`src/rtl/pipe_run_sequencer.sv`:
```
// Host-side preload and run sequencer for the 4-stage pipeline CPU.
// Turns host write commands into memory/regfile strobes, then runs the loaded program and drains the pipeline.
module pipe_run_sequencer #(
  parameter int ADDR_W     = 4,
  parameter int DATA_W     = 8,
  parameter int PIPE_DEPTH = 4,
  parameter int CNT_W      = 8
) (
  input  logic              clk,
  input  logic              rst,
  input  logic              cmd_valid,
  output logic              cmd_ready,
  input  logic [1:0]        cmd_target,
  input  logic [ADDR_W-1:0] cmd_addr,
  input  logic [DATA_W-1:0] cmd_data,
  input  logic              start,
  output logic              imem_we,
  output logic              rf_we,
  output logic              dmem_we,
  output logic [ADDR_W-1:0] wr_addr,
  output logic [DATA_W-1:0] wr_data,
  output logic              pc_clr,
  output logic              cpu_en,
  output logic              fetch_en,
  output logic              busy,
  output logic              done,
  output logic              err,
  output logic [ADDR_W:0]   prog_len,
  output logic [CNT_W-1:0]  run_cycles
);

  typedef enum logic [1:0] {IDLE, RUN, DRAIN, DONE} state_t;

  localparam logic [ADDR_W:0] DRAIN_LEN = (ADDR_W+1)'(PIPE_DEPTH - 1);

  state_t            state, state_n;
  logic [ADDR_W:0]   cnt, cnt_n;
  logic              hs, start_ok;
  logic              pc_clr_n, cpu_en_n, fetch_en_n, busy_n, done_n, cmd_ready_n;
  logic [ADDR_W:0]   addr_p1;

  assign hs       = cmd_valid && cmd_ready;
  assign start_ok = start && !cmd_valid && cmd_ready;
  assign addr_p1  = {1'b0, cmd_addr} + (ADDR_W+1)'(1);

  // cnt is the RUN slot index (0 = pc clear, 1..prog_len = fetch) and the DRAIN slot index; it is one bit wider than an address so a full-depth program does not wrap.
  always_comb begin
    state_n = state;
    cnt_n   = cnt;
    case (state)
      IDLE, DONE: begin
        if (hs) begin
          state_n = IDLE;
        end else if (start_ok) begin
          if (prog_len == '0) begin
            state_n = DONE;
          end else begin
            state_n = RUN;
            cnt_n   = '0;
          end
        end
      end
      RUN: begin
        if (cnt == prog_len) begin
          if (DRAIN_LEN == '0) begin
            state_n = DONE;
          end else begin
            state_n = DRAIN;
            cnt_n   = (ADDR_W+1)'(1);
          end
        end else begin
          cnt_n = cnt + (ADDR_W+1)'(1);
        end
      end
      DRAIN: begin
        if (cnt >= DRAIN_LEN) begin
          state_n = DONE;
        end else begin
          cnt_n = cnt + (ADDR_W+1)'(1);
        end
      end
      default: state_n = IDLE;
    endcase

    pc_clr_n    = (state_n == RUN) && (cnt_n == '0);
    fetch_en_n  = (state_n == RUN) && (cnt_n != '0);
    cpu_en_n    = fetch_en_n || (state_n == DRAIN);
    busy_n      = (state_n == RUN) || (state_n == DRAIN);
    done_n      = (state_n == DONE);
    cmd_ready_n = (state_n == IDLE) || (state_n == DONE);
  end

  always_ff @(posedge clk) begin
    if (rst) begin
      state      <= IDLE;
      cnt        <= '0;
      cmd_ready  <= 1'b1;
      imem_we    <= 1'b0;
      rf_we      <= 1'b0;
      dmem_we    <= 1'b0;
      wr_addr    <= '0;
      wr_data    <= '0;
      pc_clr     <= 1'b0;
      cpu_en     <= 1'b0;
      fetch_en   <= 1'b0;
      busy       <= 1'b0;
      done       <= 1'b0;
      err        <= 1'b0;
      prog_len   <= '0;
      run_cycles <= '0;
    end else begin
      state     <= state_n;
      cnt       <= cnt_n;
      cmd_ready <= cmd_ready_n;
      pc_clr    <= pc_clr_n;
      cpu_en    <= cpu_en_n;
      fetch_en  <= fetch_en_n;
      busy      <= busy_n;
      done      <= done_n;
      imem_we   <= 1'b0;
      rf_we     <= 1'b0;
      dmem_we   <= 1'b0;

      if (hs) begin
        wr_addr <= cmd_addr;
        wr_data <= cmd_data;
        case (cmd_target)
          2'b00: begin
            imem_we <= 1'b1;
            if (addr_p1 > prog_len) prog_len <= addr_p1;
          end
          2'b01: begin
            if (cmd_addr[ADDR_W-1:2] == '0) rf_we <= 1'b1;
            else                            err   <= 1'b1;
          end
          2'b10:   dmem_we <= 1'b1;
          default: err     <= 1'b1;
        endcase
      end

      // cpu_en is the registered enable, so each counted cycle lands one clock after the enable was seen.
      if (start_ok) begin
        run_cycles <= '0;
      end else if (cpu_en && (run_cycles != {CNT_W{1'b1}})) begin
        run_cycles <= run_cycles + CNT_W'(1);
      end
    end
  end

endmodule

```
`config.mk`:
```
export PLATFORM = sky130hd
export DESIGN_NAME = pipe_run_sequencer
export DESIGN_NICKNAME = d
export VERILOG_FILES = /design/src/rtl/pipe_run_sequencer.sv
export SDC_FILE = /design/constraint.sdc
export NUM_CORES = 1
export LEC_CHECK = 0
export CORE_UTILIZATION = 53
export DETAILED_ROUTE_END_ITERATION = 10
export GPL_TIMING_DRIVEN = 0
export PLACE_DENSITY_LB_ADDON = 0.2
export SLEW_MARGIN = 40
export SYNTH_ARGS = -nofsm -noshare
export SYNTH_HDL_FRONTEND = slang
export SYNTH_SLANG_ARGS = --single-unit
```
`constraint.sdc`:
```
create_clock -name clk -period 6 [get_ports clk]
set_input_delay 0.9 -clock clk [delete_from_list [all_inputs] [get_ports clk]]
set_output_delay 0.9 -clock clk [all_outputs]
set_load 0.05 [all_outputs]
```
==> flow_metrics.py <==
metrics = {
    "synth": {
        "synth_ff_type": "dfxtp_1",
        "synth_top_family_by_area": "simple AND/OR/NAND/NOR gates",
        "ys_warn_count": 0,
        "yosysSeqAreaShare_pct": 39.7,
        "synth.area.mux_share_pct": 2.90,
        "ys_async_sr_fraction_pct": 0,
        "synth.net_count": 278,
        "netlist_instances": 247,
        "synthTopCellsByArea": "dfxtp_1 (40%), ha_1 (7.7%), nand2_1 (6.2%), xnor2_1 (4.1%), a21oi_1 (3.8%)",
        "synthDistinctLibCells": 50,
        "netlist_area_um2": 2120,
        "synth-adder-area-share_pct": 7.69,
        "syn_avg_cell_area_um2": 8.57,
        "synth_edf_count": 0,
        "ys_ff_latch": 42,
        "yosys.area.top_type_share_pct": 39.7,
        "synth_compound_area_share_pct": 14.9,
        "synth_simple_gate_area_share_pct": 24.1,
        "synth_xor_xnor_area_share_pct": 6.21,
        "yosysTopAreaCell": "dfxtp_1",
    },
    "layout": {
        "antenna_cells": 0,
        "syn_to_final_growth_pct": 32.6,
        "final_area_um2": 2810,
        "final_layout_size_suffix_gt1_share_pct": 5.54,
        "final_nets": 337,
        "fin_util_pct": 75.0,
        "final_cell_count_no_fill": 355,
    },
    "clock_network": {
        "ctsHtreeMaxLevel": 2,
        "cts_root_buffer": "clkbuf_8",
        "cts_buffer_depth": 2,
        "clk_latency_ns": 0.30,
        "numClockSinks": 42,
        "post_cts_buffers": 0,
        "path_clk_slew_ns": 0.08,
        "cts_buffers": 5,
        "ctsHoldBuffers": 0,
        "cts_tree": "yes",
        "cts_resized": 0,
    },
    "sta": {
        "fmax_mhz": 316,
        "tns_ns": 0,
        "skew_ns": 0.00726,
        "finalCritPeriodShare_pct": 52.8,
        "max_slew.worst_pin.slew_ns": 0.658,
        "slew_headroom_pct": 56.0,
        "rsz0062_at_grt": "no",
        "setup_viol": 0,
        "fin_crit_ns": 3.17,
        "report.final.slew_viol_count": 0,
        "hold_violations": 0,
    },
    "worst_setup_path": {
        "critical_path.cell_chain": "clkdlybuf4s50_1 -> ha_1 -> ha_1 -> nor2b_1 -> o21a_1 -> o21a_1 -> o21ai_1 -> a21oi_1 -> mux2_1",
        "cp_slowest_cell": "a21oi_1",
        "r2r_slack_ns": 3.43,
        "crit_type": "in -> reg",
        "critPathMaxStageDelay_ns": 0.50,
        "r2r_start": "state[0]",
        "critPathLaunchType": "input pin",
        "cp_data_arrival_time_ns": 3.35,
        "cp.required_ns": 6.19,
        "worstReg2RegEnd": "cmd_ready",
        "path_max_fanout": 5,
        "ff2ff_path_depth": 10,
        "cp-end-kind": "flip-flop",
    },
    "routing": {
        "vias": 1906,
        "final_antenna_net_count": 0,
        "wl_mm": 4.68,
        "vias_per_cell": 5.37,
        "drt_iter0_drc": 90,
        "drt-wirelength-per-cell_um": 13.2,
        "drc_errors": 0,
        "drt_pass1_iterations": 4,
    },
    "place": {
        "numPortBuffers": 52,
        "gp_congestion": 0.873,
        "dp_hpwl_mm": 3.43,
        "dp_cells": 347,
        "post_dp_cell_area_um2": 2700,
    },
    "pwr": {
        "p_int_w": 0.000570,
        "clkPwrFrac_pct": 24.7,
        "p_per_area_nw_per_um2": 327,
        "peakVddDrop_v": 0.000236,
        "p_seq_share_pct": 36.3,
        "totalPowerFinal_w": 0.000918,
        "combPwrFrac_pct": 39.0,
        "switching_share_pct": 37.9,
        "total_leakage_power_nw": 1.05,
        "p_switching_w": 0.000347,
    },
    "floorplan": {
        "io_pins": 53,
        "initial_utilization_pct": 56.5,
        "fp.dieH_um": 65.2,
        "die-area_um2": 4250,
        "die_w_um": 65.2,
        "coreArea_um2": 3740,
        "rows": 22,
    },
    "global_route": {
        "grt_pass1_wl_mm": 7.79,
        "antenna_found_initial": 0,
        "grt_max_degree": 14,
        "overflow": 0,
        "grt_util_all_layers_pct": 23.7,
        "first_global_vias": 1777,
    },
    "min_path": {
        "hp-start": "wr_data[4]",
        "whs_path_depth": 2,
        "whs_endpoint": "wr_data[4]",
        "hp-class": "reg -> reg",
    },
    "status": {
        "status": "finished, final reports clean",
    },
    "run": {
        "drv_cap": 0,
    },
}
metal layers:
layer	part of all wire [%]	vias to the layer above	track usage, %
li1	-	974	-
met1	45	871	28.7
met2	48	51	40.2
met3	5.0	10	5.38
met4	1.7	0	9.51
met5	0	-	0
cells in the final DEF (no fill, tap or decap), types with 3 or more instances in the layout:
cell,netlist,final
o21ai_1,3,3
xor2_1,5,5
nand3_1,12,12
a21oi_1,16,16
dfxtp_1,42,42
nand2b_1,10,10
xnor2_1,10,10
nor2b_1,8,8
nand2_1,35,35
o21ai_0,3,3
clkbuf_8,0,5
clkdlybuf4s50_1,0,52
nor2_1,16,16
inv_1,14,14
buf_2,3,3
clkbuf_1,5,6
mux2i_1,5,5
ha_1,13,13
nor3_1,5,5
layout make-up:
class | instances | area, um2
Multi-Input combinational cell | 181 | 1180
Fill cell | 288 | 937
Sequential cell | 42 | 841
Timing Repair Buffer | 52 | 520
Clock buffer | 6 | 72.6
Tap cell | 48 | 60.1
Inverter | 14 | 52.6
Buffer | 10 | 41.3
Clock inverter | 2 | 37.5
power groups by stage:
| stage | sequential [W] | clock, W | combinational [W] |
|---|---|---|---|
| global route | 0.000336 | 0.000239 | 0.000388 |
| CTS | 0.000333 | 0.000226 | 0.000358 |
| detailed placement | 0.000339 | 0 | 0.000356 |
| global placement | 0.000338 | 0 | 0.000349 |
| finish | 0.000333 | 0.000227 | 0.000358 |
| floorplan | 0.000420 | 0 | 0.000170 |
worst max-delay path by stage:
stage               depth (start not counted)   startpoint           to  slack, ns
finish                                      9  cmd_addr[0]  prog_len[0]       2.83
global placement                            9  cmd_addr[0]  prog_len[0]       2.52
floorplan                                   8  cmd_addr[0]  prog_len[0]       3.27
global route                                9  cmd_addr[0]  prog_len[0]       2.63
CTS                                         9  cmd_addr[0]  prog_len[0]       2.84
detailed placement                          9  cmd_addr[0]  prog_len[0]       2.54
cells by family after synthesis:
logic type                 Yosys count
DFF                                 42
buffers and inverters               24
xor gates and xnor gates            15
adders and majority gates           13
and+or+nand+nor                    102
muxes                                6
AOI/OAI and AO/OA                   45
synth_stat cells (all sizes together) (2+ instances only):
cell and number:
clkbuf 5, nor4 3, nor3 5, buf 5
o211ai 3, o31ai 2, ha 13, o21ai 6
nand3 12, and2 2, nor4b 2, xnor2 10
mux2i 5, nand2b 10, o311ai 3, inv 14
nor2 16, o31a 2, xor2 5, a21oi 16
or2 2, o21a 2, o221ai 2, dfxtp 42
nor2b 8, nand2 35
state kept, by name, indices dropped and copies added (netlist names), 2 cells and up:
| signal | flops |
|---|---|
| run_cycles | 8 |
| wr_data | 8 |
| state | 2 |
| cnt | 5 |
| wr_addr | 4 |
| prog_len | 5 |
stage by stage:
stage	setup WS [ns]	hold WS (ns)
after floorplan	3.27	0.486
after global placement	2.52	0.441
after detailed placement	2.54	0.449
after CTS	2.84	0.460
after global routing	2.63	0.478
final	2.83	0.455
critical path, delay by kind of cell:
kind                       cells  cell delay, ns
and+or+nand+nor                1            0.15
AOI/OAI and AO/OA              4            0.79
buffers and inverters          1            0.49
adders and majority gates      2            0.65
muxes                          1            0.37
(Power assumes the default switching activity.)
